$ cat src/rtl/ccg_pkg.sv
// Shared types and constants for the programmable LUT sweeper.
package ccg_pkg;

  typedef enum logic [1:0] {
    IDLE,
    SWEEP,
    DONE
  } ccg_state_e;

  localparam logic [31:0] CCG_DEFAULT_POLY = 32'h04C11DB7;
  localparam int unsigned CCG_MAX_IN       = 8;

  // Row-address width; keeps a 1-bit port when only one output exists.
  function automatic int unsigned ccg_addr_w(input int unsigned n_out);
    return (n_out > 1) ? $clog2(n_out) : 1;
  endfunction

endpackage

$ cat src/rtl/ccg_lut_sweeper_if.sv
// Config, eval and sweep-control signals of ccg_lut_sweeper.
interface ccg_lut_sweeper_if
  import ccg_pkg::*;
#(
  parameter int unsigned N_IN  = 4,
  parameter int unsigned N_OUT = 20,
  parameter int unsigned SIG_W = 32
);
  localparam int unsigned AW   = ccg_addr_w(N_OUT);
  localparam int unsigned ROWS = 1 << N_IN;

  logic              cfg_valid;
  logic              cfg_ready;
  logic [AW-1:0]     cfg_addr;
  logic [ROWS-1:0]   cfg_data;
  logic              in_valid;
  logic              in_ready;
  logic [N_IN-1:0]   in_x;
  logic              out_valid;
  logic              out_ready;
  logic [N_OUT-1:0]  out_f;
  logic              start;
  logic              busy;
  logic              done;
  logic [SIG_W-1:0]  signature;

  modport master (
    output cfg_valid, cfg_addr, cfg_data, in_valid, in_x, out_ready, start,
    input  cfg_ready, in_ready, out_valid, out_f, busy, done, signature
  );

  modport slave (
    input  cfg_valid, cfg_addr, cfg_data, in_valid, in_x, out_ready, start,
    output cfg_ready, in_ready, out_valid, out_f, busy, done, signature
  );

endinterface

$ cat src/rtl/ccg_misr.sv
// Multiple-input signature register: shift, fold POLY on MSB carry-out, xor in d.
module ccg_misr
  import ccg_pkg::*;
#(
  parameter int unsigned      SIG_W = 32,
  parameter logic [SIG_W-1:0] POLY  = SIG_W'(CCG_DEFAULT_POLY)
) (
  input  logic             clk,
  input  logic             rst,
  input  logic             clr,
  input  logic             en,
  input  logic [SIG_W-1:0] d,
  output logic [SIG_W-1:0] q
);

  always_ff @(posedge clk or posedge rst) begin
    if (rst) begin
      q <= '0;
    end else if (clr) begin
      q <= '0;
    end else if (en) begin
      q <= (q << 1) ^ (q[SIG_W-1] ? POLY : '0) ^ d;
    end
  end

endmodule

$ cat src/rtl/ccg_lut_sweeper.sv
// Flop-based N_IN x N_OUT truth table with a registered eval stage and a MISR sweep.
module ccg_lut_sweeper
  import ccg_pkg::*;
#(
  parameter int unsigned      N_IN  = 4,
  parameter int unsigned      N_OUT = 20,
  parameter int unsigned      SIG_W = 32,
  parameter logic [SIG_W-1:0] POLY  = SIG_W'(CCG_DEFAULT_POLY)
) (
  input logic               clk,
  input logic               rst,
  ccg_lut_sweeper_if.slave  bus
);

  localparam int unsigned AW   = ccg_addr_w(N_OUT);
  localparam int unsigned ROWS = 1 << N_IN;

  ccg_state_e        state;
  logic [N_IN-1:0]   cnt;
  logic [ROWS-1:0]   tbl [N_OUT];
  logic [N_OUT-1:0]  eval_f;
  logic [N_OUT-1:0]  sweep_f;
  logic              busy_q;
  logic              done_q;
  logic              out_valid_q;
  logic [N_OUT-1:0]  out_f_q;
  logic [SIG_W-1:0]  sig;

  logic idle;
  logic start_acc;
  logic cfg_acc;
  logic in_acc;

  // start wins over config and eval in the same IDLE cycle.
  assign idle      = (state == IDLE);
  assign start_acc = idle & bus.start;
  assign cfg_acc   = idle & ~bus.start & bus.cfg_valid;
  assign in_acc    = idle & ~bus.start & bus.in_valid & (~out_valid_q | bus.out_ready);

  assign bus.cfg_ready = idle & ~bus.start;
  assign bus.in_ready  = idle & ~bus.start & (~out_valid_q | bus.out_ready);
  assign bus.out_valid = out_valid_q;
  assign bus.out_f     = out_f_q;
  assign bus.busy      = busy_q;
  assign bus.done      = done_q;
  assign bus.signature = sig;

  // Two independent read ports: one indexed by the eval vector, one by the sweep counter.
  always_comb begin
    eval_f  = '0;
    sweep_f = '0;
    for (int unsigned j = 0; j < N_OUT; j++) begin
      eval_f[j]  = tbl[j][bus.in_x];
      sweep_f[j] = tbl[j][cnt];
    end
  end

  always_ff @(posedge clk or posedge rst) begin
    if (rst) begin
      for (int unsigned j = 0; j < N_OUT; j++) begin
        tbl[j] <= '0;
      end
    end else begin
      // Addresses at or above N_OUT match no row and are dropped.
      for (int unsigned j = 0; j < N_OUT; j++) begin
        if (cfg_acc && (bus.cfg_addr == AW'(j))) begin
          tbl[j] <= bus.cfg_data;
        end
      end
    end
  end

  // busy/done are registered from the state, so they trail it by one cycle.
  always_ff @(posedge clk or posedge rst) begin
    if (rst) begin
      state  <= IDLE;
      cnt    <= '0;
      busy_q <= 1'b0;
      done_q <= 1'b0;
    end else begin
      busy_q <= (state == SWEEP);
      done_q <= (state == DONE);
      case (state)
        IDLE: begin
          if (bus.start) begin
            state <= SWEEP;
            cnt   <= '0;
          end
        end
        SWEEP: begin
          cnt <= cnt + N_IN'(1);
          if (cnt == '1) begin
            state <= DONE;
          end
        end
        DONE:    state <= IDLE;
        default: state <= IDLE;
      endcase
    end
  end

  always_ff @(posedge clk or posedge rst) begin
    if (rst) begin
      out_valid_q <= 1'b0;
      out_f_q     <= '0;
    end else if (in_acc) begin
      out_valid_q <= 1'b1;
      out_f_q     <= eval_f;
    end else if (bus.out_ready) begin
      out_valid_q <= 1'b0;
    end
  end

  ccg_misr #(
    .SIG_W (SIG_W),
    .POLY  (POLY)
  ) u_misr (
    .clk (clk),
    .rst (rst),
    .clr (start_acc),
    .en  (state == SWEEP),
    .d   (SIG_W'(sweep_f)),
    .q   (sig)
  );

endmodule

$ cat src/flat_wrapper.sv
// flat-port wrapper written by rule: the top's interface ports become plain ports
module ccg_lut_sweeper_flat import ccg_pkg::*;
#(
  parameter int unsigned      N_IN  = 4,
  parameter int unsigned      N_OUT = 20,
  parameter int unsigned      SIG_W = 32,
  parameter logic [SIG_W-1:0] POLY  = SIG_W'(CCG_DEFAULT_POLY)
)
  (clk, rst, bus_cfg_valid, bus_cfg_addr, bus_cfg_data, bus_in_valid, bus_in_x, bus_out_ready, bus_start, bus_cfg_ready, bus_in_ready, bus_out_valid, bus_out_f, bus_busy, bus_done, bus_signature);
  ccg_lut_sweeper_if #(.N_IN(N_IN), .N_OUT(N_OUT), .SIG_W(SIG_W)) bus_i ();
  input logic clk;
  input logic rst;
  input wire logic [$bits(bus_i.cfg_valid)-1:0] bus_cfg_valid;
  input wire logic [$bits(bus_i.cfg_addr)-1:0] bus_cfg_addr;
  input wire logic [$bits(bus_i.cfg_data)-1:0] bus_cfg_data;
  input wire logic [$bits(bus_i.in_valid)-1:0] bus_in_valid;
  input wire logic [$bits(bus_i.in_x)-1:0] bus_in_x;
  input wire logic [$bits(bus_i.out_ready)-1:0] bus_out_ready;
  input wire logic [$bits(bus_i.start)-1:0] bus_start;
  output wire logic [$bits(bus_i.cfg_ready)-1:0] bus_cfg_ready;
  output wire logic [$bits(bus_i.in_ready)-1:0] bus_in_ready;
  output wire logic [$bits(bus_i.out_valid)-1:0] bus_out_valid;
  output wire logic [$bits(bus_i.out_f)-1:0] bus_out_f;
  output wire logic [$bits(bus_i.busy)-1:0] bus_busy;
  output wire logic [$bits(bus_i.done)-1:0] bus_done;
  output wire logic [$bits(bus_i.signature)-1:0] bus_signature;
  assign bus_i.cfg_valid = bus_cfg_valid;
  assign bus_i.cfg_addr = bus_cfg_addr;
  assign bus_i.cfg_data = bus_cfg_data;
  assign bus_i.in_valid = bus_in_valid;
  assign bus_i.in_x = bus_in_x;
  assign bus_i.out_ready = bus_out_ready;
  assign bus_i.start = bus_start;
  assign bus_cfg_ready = bus_i.cfg_ready;
  assign bus_in_ready = bus_i.in_ready;
  assign bus_out_valid = bus_i.out_valid;
  assign bus_out_f = bus_i.out_f;
  assign bus_busy = bus_i.busy;
  assign bus_done = bus_i.done;
  assign bus_signature = bus_i.signature;
  ccg_lut_sweeper #(.N_IN(N_IN), .N_OUT(N_OUT), .SIG_W(SIG_W), .POLY(POLY)) u_core (.clk(clk), .rst(rst), .bus(bus_i));
endmodule
$ cat config.mk
export PLATFORM = sky130hd
export DESIGN_NAME = ccg_lut_sweeper_flat
export DESIGN_NICKNAME = d
export VERILOG_FILES = /design/src/rtl/ccg_pkg.sv /design/src/rtl/ccg_lut_sweeper_if.sv /design/src/rtl/ccg_misr.sv /design/src/rtl/ccg_lut_sweeper.sv /design/src/flat_wrapper.sv
export SDC_FILE = /design/constraint.sdc
export NUM_CORES = 1
export LEC_CHECK = 0
export CORE_ASPECT_RATIO = 1.75
export CORE_MARGIN = 8
export CORE_UTILIZATION = 50
export CTS_CLUSTER_SIZE = 10
export DETAILED_ROUTE_END_ITERATION = 7
export GPL_TIMING_DRIVEN = 0
export PLACE_DENSITY = 0.71
export SETUP_SLACK_MARGIN = 0.1
export SYNTH_ARGS = -nofsm -noshare
export SYNTH_HDL_FRONTEND = slang
export SYNTH_SLANG_ARGS = --single-unit
$ cat constraint.sdc
create_clock -name clk -period 14.19 [get_ports clk]
set_input_delay 2.838 -clock clk [delete_from_list [all_inputs] [get_ports clk]]
set_output_delay 2.838 -clock clk [all_outputs]
set_load 0.1 [all_outputs]
# Yosys cells after proc, flatten, opt, wreduce, memory -nomap -nowiden
# Index checks and enable logic that the tools add are counted.
# totals
register_bits	381
in_bits	31
# op_classes
add_sub_neg	1
magnitude_cmp	2
eq_ne	24
n_mux	90
n_bitwise	11
reduce_logical	27
# op_table
cell	count
$bmux W1 S4	40
$mux W32	2
$mux W1	42
$eq A5 B4 Y1 const B	8
$xor A32 B20 Y32	1
$xor A32 B27 Y32	1
$mux W27	1
$eq A5 B3 Y1 const B	4
$eq A5 B5 Y1 const B	4
$logic_and A1 B1 Y1	20
$eq A5 B2 Y1 const B	2
$lt A4 B5 Y1 const B	2
$pmux W4 S2	1
$and A1 B1 Y1	6
$reduce_bool A2 Y1	3
$eq A5 B1 Y1 const B	1
$logic_not A5 Y1	1
$add A4 B1 Y4 const B	1
$eq A4 B4 Y1 const B	1
$mux W2	2
$mux W4	1
$pmux W2 S2	1
$reduce_and A2 Y1	2
$eq A2 B1 Y1 const B	1
other kinds (6)	7

# Longest topological paths before layout
# Gate-level depths: netlist (run 1).
# depth
depth_word	5
ltp_mapped	8
ltp_nobuf	5

# Cells and area by module
# From an unflattened synthesis (run 1), not the netlist that was laid out.
# unflattened
hier_cells	1385
area_unflattened_um2	19916.6
# by_module_without_submodules
module	instances	cells_each	area_per_inst_um2	seq_area_each_um2
ccg_lut_sweeper	1	1240	18159.9	8733.4
ccg_misr	1	145	1756.7	800.8

# Worst setup path after synthesis (run 1)
# No wires, ideal clock.
# synth_timing
path_type	in2out
startpoint	input bus_start
endpoint	output bus_in_ready
t_arrival_ps	5937
required_time_ps	11352
path_slack_ps	5415
stages	2
path_buffers	0
cell_sequence	nor3_1 and2_1
# synth_between
elab_chain_len	3
# synth_rtl
element	line_no	source
start: declaration	flat_wrapper.sv:19	input wire logic [$bits(bus_i.start)-1:0] bus_start;
$not A1 Y1	ccg_lut_sweeper.sv:41	assign bus.in_ready = idle & ~bus.start & (~out_valid_q | bus.out_ready);
$and A1 B1 Y1 (2 in series)	ccg_lut_sweeper.sv:41	
end: declaration	flat_wrapper.sv:21	output wire logic [$bits(bus_i.in_ready)-1:0] bus_in_ready;
# Every way passes these cells.

# Worst setup path after layout (run 1)
# Same ends and word-level chain as after synthesis.

==> results of run 1 <==
[final timing paths]
path / startpoint / depth (start not counted) / endpoint / slack [ps]
max: bus_start / 4 / bus_in_ready / 6060
min: u_core.bus.out_f[10] / 1 / u_core.bus.out_f[10] / 470
max reg2reg: u_core.state[0] / 7 / u_core.bus.out_f[2] / 11340
min reg2reg: u_core.bus.out_f[10] / 1 / u_core.bus.out_f[10] / 470
max in group asynchronous: rst / 5 / u_core.tbl[43] / 9560
min in group asynchronous: rst / 2 / u_core.tbl[226] / 2660
[logic make-up (layout without fill, tap and decap cells)]
family                     after synthesis  count (layout)  synth area share [%]
AOI/OAI and AO/OA                       80              80                  2.67
xor gates and xnor gates                33              33                  1.47
adders and majority gates                1               1                0.0635
buffers and inverters                  122             242                  3.10
DFF                                    381             381                  48.4
muxes                                  578             578                  41.8
and+or+nand+nor                         78              78                  2.54
[stage by stage]
| stage | worst slack (ps) | area, µm² |
|---|---|---|
| floorplan | 766 | 19700 |
| global placement | -3710 | 21000 |
| finish | 6060 | 22200 |
| CTS | 6020 | 22200 |
| global route | 6000 | 22200 |
| detailed placement | 6030 | 21100 |
[final cells by class]
type                       instances  area [µm²]  share of cell area, %
buffer                           119         599                   2.69
clock buffer                      46        1130                   5.08
clock inverter                     3        26.3                  0.118
inverter                           3        18.8                 0.0844
multi-input combinational        770        9560                   43.0
sequential                       381        9530                   42.9
tap                              490         613                   2.76
timing repair buffer              71         763                   3.43
[layout by cell type, fill, tap and decap left out, types with 2 or more instances in the layout]
cell type / Yosys / final
mux2i_1: 95 / 95
buf_16: 0 / 3
clkdlybuf4s50_1: 0 / 68
xor2_1: 10 / 10
inv_1: 3 / 2
mux2_2: 313 / 313
nor2_4: 3 / 3
mux4_2: 160 / 160
nor3_4: 3 / 3
buf_1: 9 / 9
nand2_1: 30 / 30
nor2_2: 6 / 6
a21o_1: 19 / 19
nand2b_1: 5 / 5
o21ai_0: 26 / 26
nor3_1: 2 / 2
inv_6: 0 / 3
nor2_1: 5 / 5
xnor2_1: 23 / 23
nand3_1: 3 / 3
nand3_2: 2 / 2
mux2_4: 10 / 10
a22o_1: 10 / 10
nor2b_1: 4 / 4
buf_4: 16 / 16
clkbuf_1: 55 / 56
o21bai_1: 2 / 2
buf_6: 7 / 7
o22ai_1: 19 / 19
nand2_4: 3 / 3
dfrtp_1: 381 / 381
nand2_2: 4 / 4
clkbuf_16: 0 / 45
buf_2: 32 / 32
[flip-flops by register name, summed over array words and instances, names as in the netlist]
name,count
u_core.bus.busy,1
u_core.bus.done,1
u_core.bus.out_f,20
u_core.bus.out_valid,1
u_core.cnt,4
u_core.state,2
u_core.tbl,320
u_core.u_misr.q,32
[metal layers]
metal	vias up	part of all wire (%)	global-route usage [%]
met2	404	53	44.0
met1	6407	37	27.3
met5	-	0	0
met4	0	5.3	12.5
met3	161	4.9	4.23
li1	5044	-	-
[power by group through the flow]
| stage | Combinational (W) | Sequential [W] | Clock, W |
|---|---|---|---|
| 3_5_place_dp | 0.00136 | 0.00136 | 0 |
| 5_1_grt | 0.00141 | 0.00136 | 0.00104 |
| 4_1_cts | 0.00137 | 0.00134 | 0.00100 |
| 3_3_place_gp | 0.00134 | 0.00135 | 0 |
| 6_report | 0.00136 | 0.00134 | 0.000990 |
| 2_1_floorplan | 0.000631 | 0.00170 | 0 |
==> flow_summary.toml, run 1 <==
[status]
outcome = "finished clean"

[sta]
post-route-period-util_pct = 57.3
rsz_0062_raised_after_global_routing = "no"
finalCriticalPeriod_ps = 8130
finClkSkew_ps = 14.5
fmaxAchievable_mhz = 123
tightest_slew_ps = 1080
hold_viol = 0
fin_hold_ws_ps = 474
report.final.slew_viol_count = 0
worst_slew_margin_rel_pct = 27.8
totalNegativeSetupSlack_ps = 0
setup_viol = 0

[global_routing]
grt_pass1_wl_um = 84300
grt_start_max_net_pins = 127
first_global_vias = 13257
groute.usage.overall_pct = 24.4
antenna_violations_before_repair = 1
grt_overflow_total = 0

[route]
totalWireLength_um = 55400
drt_first_pass_iters = 5
detail_route.iter0.violations = 857
remaining_drc_errors = 0
antenna_left = 0
vias_per_cell = 6.38
routed-via-count = 12016
drt-wirelength-per-cell_um = 29.4

[synth]
synth_flop_cell = "dfrtp_1"
synth.top_cells.by_area = "dfrtp_1 (48%), mux4_2 (18%), mux2_2 (18%)"
synth-seq-area-share_pct = 48.4
mapped_area_mm2 = 0.0197
synth-async-reset-ratio_pct = 100
synth_warnings = 0
ys_seq_elements = 381
syn_nets = 1305
synth.cells.most_frequent = "dfrtp_1 (381), mux2_2 (313), mux4_2 (160), mux2i_1 (95), clkbuf_1 (55)"
netlist_instances = 1273
synth.avg_cell_area_um2 = 15.5
yosysMostFrequentCell = "dfrtp_1"
synth_edf_count = 0
yosysTopAreaCellShare_pct = 48.4
synth.largest_area_cell = "dfrtp_1"
synth_cell_types = 43

[clocking]
htree_levels = 2
number_of_buffers_created_by_cts = 44
cts.repair_timing.setup_buffer_count = 0
clock_insertion_delay_at_the_later_pin_of_the_skew_report_ps = 550
clock_path_buffers = 3
worst_setup_hold_path_clk_slew_ps = 60
post_cts_resize_count = 0
clock_tree_from_tritoncts = "built"
clock_sinks = 381
clock_root_buffer = "clkbuf_16"
ctsHoldBuffers = 0

[die]
num_rows = 96
die_w_um = 166
core_area_mm2 = 0.0390
die_height_um = 279
design.die.area_mm2 = 0.0463
start_util_pct = 50.5
num_io_pins = 88

[worst_setup_path]
crit_path_end_kind = "output port"
combined_buffer_and_inverter_count_along_the_critical_path = 2
crit_path_top_delay_cell = "clkdlybuf4s50_1"
start_kind = "input port"
path_cells = "clkdlybuf4s50_1, nor3_1, and2_1, clkdlybuf4s50_1"
critical-path-max-stage-delay_ps = 1140
worstPathMaxFanout = 3
critical_path_arrival_ps = 5290
critPathTopFamily = "buffers and inverters"
critical_path.most_common_cell = "clkdlybuf4s50_1"
path_class = "input port to output port"
cp.required_ps = 11350

[power]
powerDensity_mw_per_mm2 = 166
p_sw_share_pct = 38.9
power.switching_w = 0.00143
combinationalPowerShare_pct = 36.8
power_frac_seq_pct = 36.3
clock_power_share_pct = 26.9
intPower_w = 0.00225
cell_leakage_power_nw = 10.3
vdd_ir_drop_max_v = 0.000109
design_power_total_w = 0.00368

[placed_design]
globalplace.congestion = 0.836
total_placed_cells_including_tap_cells = 1834
post-dp-hpwl_um = 39500
port_buffers = 68

[layout]
number_of_fillers_in_the_final_layout = 3070
layout-drive-gt1-share_pct = 44.2
layoutNonFillerInstCount = 1883
final_standard_cell_utilization_of_the_core_pct = 57.0
antenna-diode-count = 0
flow.area_growth_from_synthesis_pct = 12.9
nets = 1422

[worst_hold_path]
worst_hold_path_type = "register to register"

[run]
max_cap_viol_count = 0
Note: power is estimated with default switching activity, not from simulation.
==> run 2: changes to the inputs <==
==> constraint.sdc (replaced) <==
create_clock -name clk -period 7.1 [get_ports clk]
set_input_delay 1.42 -clock clk [delete_from_list [all_inputs] [get_ports clk]]
set_output_delay 1.42 -clock clk [all_outputs]
set_load 0.1 [all_outputs]
==> run 2 against run 1 <==
Effect of this change:
- clock-buffer cell count up 3
- critical path type unchanged
- sequential power grew 99%
- largest cell class unchanged
- cell count rose by 0.48%
- highest routed layer unchanged
- first-iteration DRC count up 2.9%
==> flow_summary.toml, run 2 (synthesis gave the netlist of run 1 again) <==
[status]
outcome = "finished clean"

[layout]
antenna-diode-count = 0
mostFrequentLayoutCells = "dfrtp_1 (381), mux2_2 (313), mux4_2 (160)"
flow.area_growth_from_synthesis_pct = 13.6
layout-drive-gt1-share_pct = 44.4
largest_register_ff_count = 320
max_flop_register = "u_core.tbl"
final_standard_cell_utilization_of_the_core_pct = 57.3
nets = 1429
layout_commonest_cell = "dfrtp_1"

[worst_hold_path]
holdPathStages = 1
worst_hold_path.endpoint = "u_core.bus.out_f[10]"
min_from = "u_core.bus.out_f[10]"
worst_hold_path_type = "register to register"

[global_routing]
groute.usage.overall_pct = 24.3
grt_pass1_wl_um = 84500
first_global_vias = 13170
grt_start_max_net_pins = 43
antenna_violations_before_repair = 0
grt_overflow_total = 0

[route]
detail_route.iter0.violations = 882
drt_first_pass_iters = 5
routed-via-count = 12093
route.met3.wl_um = 2990
vias_per_cell = 6.39
routed-wl-met2_um = 29100
wl_met1_um = 20400
antenna_left = 0
totalWireLength_um = 55100
drt-wirelength-per-cell_um = 29.1
remaining_drc_errors = 0
top_layer_used = "met4"

[sta]
finClkSkew_ps = 16.3
setup_viol = 0
report.final.slew_viol_count = 0
tightest_slew_ps = 1050
finalCriticalPeriod_ps = 5310
post-route-period-util_pct = 74.8
hold_viol = 0
fmaxAchievable_mhz = 188
totalNegativeSetupSlack_ps = 0
worst_slew_margin_rel_pct = 30.3
rsz_0062_raised_after_global_routing = "no"

[die]
die_w_um = 166
die_height_um = 279
start_util_pct = 50.5
design.die.area_mm2 = 0.0463
num_rows = 96
num_io_pins = 88
core_area_mm2 = 0.0390

[worst_setup_path]
path_cells = "clkdlybuf4s50_1, nor3_1, and2_1, clkdlybuf4s50_1"
worstPathMaxFanout = 3
reg2reg_to = "u_core.u_misr.q[12]"
combined_buffer_and_inverter_count_along_the_critical_path = 2
path_class = "input port to output port"
critPathTopFamily = "buffers and inverters"
critical-path-max-stage-delay_ps = 1150
cp.required_ps = 5680
worst-r2r-setup-slack_ps = 4280
worst-r2r-cell-count = 7
crit_path_top_delay_cell = "clkdlybuf4s50_1"
critical_path_arrival_ps = 3890
critical_path.most_common_cell = "clkdlybuf4s50_1"
startpoint_of_the_lowest_slack_register_to_register_path = "u_core.cnt[2]"
start_kind = "input port"
crit_path_end_kind = "output port"

[power]
combinationalPowerShare_pct = 36.8
cell_leakage_power_nw = 10.4
intPower_w = 0.00453
vdd_ir_drop_max_v = 0.000240
clock_power_share_pct = 27.0
p_sw_share_pct = 38.7
power.switching_w = 0.00285
design_power_total_w = 0.00739
powerDensity_mw_per_mm2 = 330
power_frac_seq_pct = 36.2

[placed_design]
globalplace.congestion = 0.832
post-dp-hpwl_um = 40000
port_buffers = 68

[clocking]
clock_path_buffers = 3
clock_insertion_delay_at_the_later_pin_of_the_skew_report_ps = 550
htree_levels = 2
post_cts_resize_count = 0
worst_setup_hold_path_clk_slew_ps = 50
clock_sinks = 381
ctsHoldBuffers = 0
cts.repair_timing.setup_buffer_count = 0
clock_root_buffer = "clkbuf_16"
clock_tree_from_tritoncts = "built"
number_of_buffers_created_by_cts = 44

[run]
max_cap_viol_count = 0
-- run 2: cell types whose count changed in the layout (fill, tap and decap cells not counted), sizes merged --
cell      before  now
clkinv         0    2
clkinvlp       0    1
inv            6    2
clkbuf       101  104
buf           67   74
-- run 2: cell type report --
type,count,area (µm²)
flip-flops and latches,381,9530
inverters,3,15.0
multi-input cells,770,9560
plain buffers,119,599
clock inverters,2,25.0
fillers,3044,16700
repair buffers,78,881
clock buffers,49,1160
well taps,490,613
-- run 2: how the worst max path moves through the flow --
stage	start	endpoint	slack [ps]	cells after the start
final	bus_start	bus_in_ready	1790	4
after global placement	rst	u_core.tbl[45]	-1960	2
after detailed placement	bus_start	bus_in_ready	1760	4
after CTS	bus_start	bus_in_ready	1750	4
after global routing	bus_start	bus_in_ready	1750	4
after floorplan	rst	u_core.bus.busy	560	1
-- run 2: routing by layer --
layer,up-vias,global-route usage [%]
met1,6456,27.8
met5,-,0
met4,0,11.6
met3,144,4.00
met2,425,43.6
li1,5068,-
-- run 2: worst register-to-register path, delay by kind of cell (launching register included) --
| kind | cells | cell delay (ps) |
|---|---|---|
| xor gates and xnor gates | 1 | 230 |
| AOI/OAI and AO/OA | 1 | 80 |
| muxes | 3 | 1030 |
| buffers and inverters | 2 | 1020 |
| DFF | 1 | 320 |
-- run 2: power groups by stage --
stage	registers (W)	logic (W)	clock network, W
after floorplan	0.00340	0.00126	0
after CTS	0.00267	0.00273	0.00203
after global routing	0.00271	0.00284	0.00211
after detailed placement	0.00271	0.00273	0
final	0.00267	0.00271	0.00200
after global placement	0.00270	0.00268	0
-- run 2: stage by stage --
stage | instances | hold WS (ps) | area (µm²) | setup slack, ps
2_1_floorplan | 1273 | 491 | 19700 | 560
3_3_place_gp | 1831 | 463 | 21000 | -1960
3_5_place_dp | 1841 | 465 | 21200 | 1760
4_1_cts | 1892 | 476 | 22400 | 1750
5_1_grt | 1892 | 496 | 22400 | 1750
6_report | 1892 | 473 | 22400 | 1790
==> run 3: changes to the inputs <==
==> constraint.sdc (replaced) <==
create_clock -name clk -period 4.4 [get_ports clk]
set_input_delay 0.88 -clock clk [delete_from_list [all_inputs] [get_ports clk]]
set_output_delay 0.88 -clock clk [all_outputs]
set_load 0.1 [all_outputs]
==> run 3 against run 2 <==
Effect of this change:
- clock power up 58%
- critical path depth unchanged
- worst setup slack worse by 1400 ps
- sequential share of layout area up 0.083 points
- wire length about the same
==> flow_summary.toml, run 3 (synthesis gave the netlist of run 1 again) <==
[route]
antenna_left = 0
detail_route.iter0.violations = 792
vias_per_cell = 6.39
drt-wirelength-per-cell_um = 29.2
remaining_drc_errors = 0
totalWireLength_um = 55100
routed-via-count = 12060
drt_first_pass_iters = 5

[power]
vdd_ir_drop_max_v = 0.000334
cell_leakage_power_nw = 10.4
powerDensity_mw_per_mm2 = 530

[die]
num_rows = 96
die_w_um = 166
start_util_pct = 50.5
num_io_pins = 88
die_height_um = 279
design.die.area_mm2 = 0.0463
core_area_mm2 = 0.0390

[sta]
finalCriticalPeriod_ps = 4040
fmaxAchievable_mhz = 247
worst_slew_margin_rel_pct = 28.7
tightest_slew_ps = 1070
rsz_0062_raised_after_global_routing = "no"
setup_viol = 0
post-route-period-util_pct = 91.9
fin_hold_ws_ps = 474
finClkSkew_ps = 15.1
report.final.slew_viol_count = 0
hold_viol = 0

[clocking]
clock_sinks = 381
post_cts_resize_count = 0
clock_root_buffer = "clkbuf_16"
ctsHoldBuffers = 0
clock_tree_from_tritoncts = "built"
clock_path_buffers = 3
htree_levels = 2
number_of_buffers_created_by_cts = 44
worst_setup_hold_path_clk_slew_ps = 50
cts.repair_timing.setup_buffer_count = 0
clock_insertion_delay_at_the_later_pin_of_the_skew_report_ps = 540

[layout]
max_flop_register = "u_core.tbl"
final_standard_cell_utilization_of_the_core_pct = 57.2
largest_register_ff_count = 320
antenna-diode-count = 0
layout-drive-gt1-share_pct = 44.5
layout_commonest_cell = "dfrtp_1"
number_of_fillers_in_the_final_layout = 3042
nets = 1429
flow.area_growth_from_synthesis_pct = 13.4
mostFrequentLayoutCells = "dfrtp_1 (381), mux2_2 (313), mux4_2 (160)"

[global_routing]
groute.usage.overall_pct = 24.2
first_global_vias = 13368
grt_pass1_wl_um = 84000
antenna_violations_before_repair = 0
grt_overflow_total = 0
grt_start_max_net_pins = 44

[worst_setup_path]
crit_start = "bus_start"
crit_path_end_kind = "output port"
critical_path.most_common_cell = "clkdlybuf4s50_1"
path_depth = 4
crit_path_top_delay_cell = "clkdlybuf4s50_1"
startpoint_of_the_lowest_slack_register_to_register_path = "u_core.cnt[2]"
path_cells = "clkdlybuf4s50_1, nor3_2, and2_1, clkdlybuf4s50_1"
combined_buffer_and_inverter_count_along_the_critical_path = 2
critical_path_arrival_ps = 3160
worstSetupEndpoint = "bus_in_ready"
worstPathMaxFanout = 3
critPathTopFamily = "buffers and inverters"
worst-r2r-cell-count = 7
worst-r2r-setup-slack_ps = 1600
cp.required_ps = 3520
critical-path-max-stage-delay_ps = 1140
reg2reg_to = "u_core.u_misr.q[16]"
path_class = "input port to output port"
start_kind = "input port"

[status]
outcome = "finished clean"

[worst_hold_path]
worst_hold_path_type = "register to register"
min_from = "u_core.bus.out_f[14]"

[run]
max_cap_viol_count = 0

[placed_design]
post-dp-hpwl_um = 40100
globalplace.congestion = 0.831
port_buffers = 68
[run 3: cell types whose count changed in the layout (fill, tap and decap cells not counted), sizes merged]
| cell | delta |
|---|---|
| clkbuf | -3 |
| clkinv | -2 |
| inv | +1 |
[run 3: metrics by stage]
stage	area, µm²	setup TNS [ps]	total power (W)	worst slack (ps)	instances
floorplan	19700	-609600	0.00752	-1600	1273
global placement	21000	-1554140	0.00868	-4130	1831
detailed placement	21200	0	0.00876	392	1841
CTS	22300	0	0.0119	384	1888
global route	22300	0	0.0123	369	1888
finish	22300	0	0.0118	355	1888
[run 3: worst min-delay path by stage]
stage	to	slack (ps)	cells past startpoint
2_1_floorplan	u_core.tbl[28]	490	1
3_3_place_gp	u_core.bus.out_f[2]	460	1
3_5_place_dp	u_core.bus.out_f[14]	470	1
5_1_grt	u_core.bus.out_f[11]	490	1
6_report	u_core.bus.out_f[14]	470	1
4_1_cts	u_core.bus.out_f[14]	480	1
[run 3: worst reg2reg max path: cells and delay by family, from the launching register on]
family / cells / cell delay [ps]
compound gates: 1 / 110
xor+xnor: 1 / 250
buf+inv: 2 / 1100
flops: 1 / 320
mux: 3 / 880
[run 3: final cells by class]
class / count / area (µm²) / share of cell area (%)
Multi-Input combinational cell: 770 / 9560 / 42.8
Buffer: 119 / 599 / 2.68
Inverter: 3 / 15.0 / 0.0672
Tap cell: 490 / 613 / 2.74
Sequential cell: 381 / 9530 / 42.7
Timing Repair Buffer: 78 / 881 / 3.94
Clock inverter: 1 / 8.76 / 0.0392
Clock buffer: 46 / 1130 / 5.06
[run 3: where the power goes]
part	total, W	switching, W	internal [W]	leakage, nW
Sequential	0.00431	0.000358	0.00395	5.22
Clock	0.00316	0.00137	0.00179	0.560
Combinational	0.00438	0.00286	0.00152	4.57
Total	0.0118	0.00459	0.00726	10.4
[run 3: routing by layer]
layer | global-route usage [%] | part of all wire, % | vias up
met1 | 26.8 | 36 | 6419
met5 | 0 | 0 | -
met2 | 43.9 | 53 | 441
li1 | - | - | 5046
met3 | 4.30 | 5.4 | 154
met4 | 12.1 | 5.0 | 0
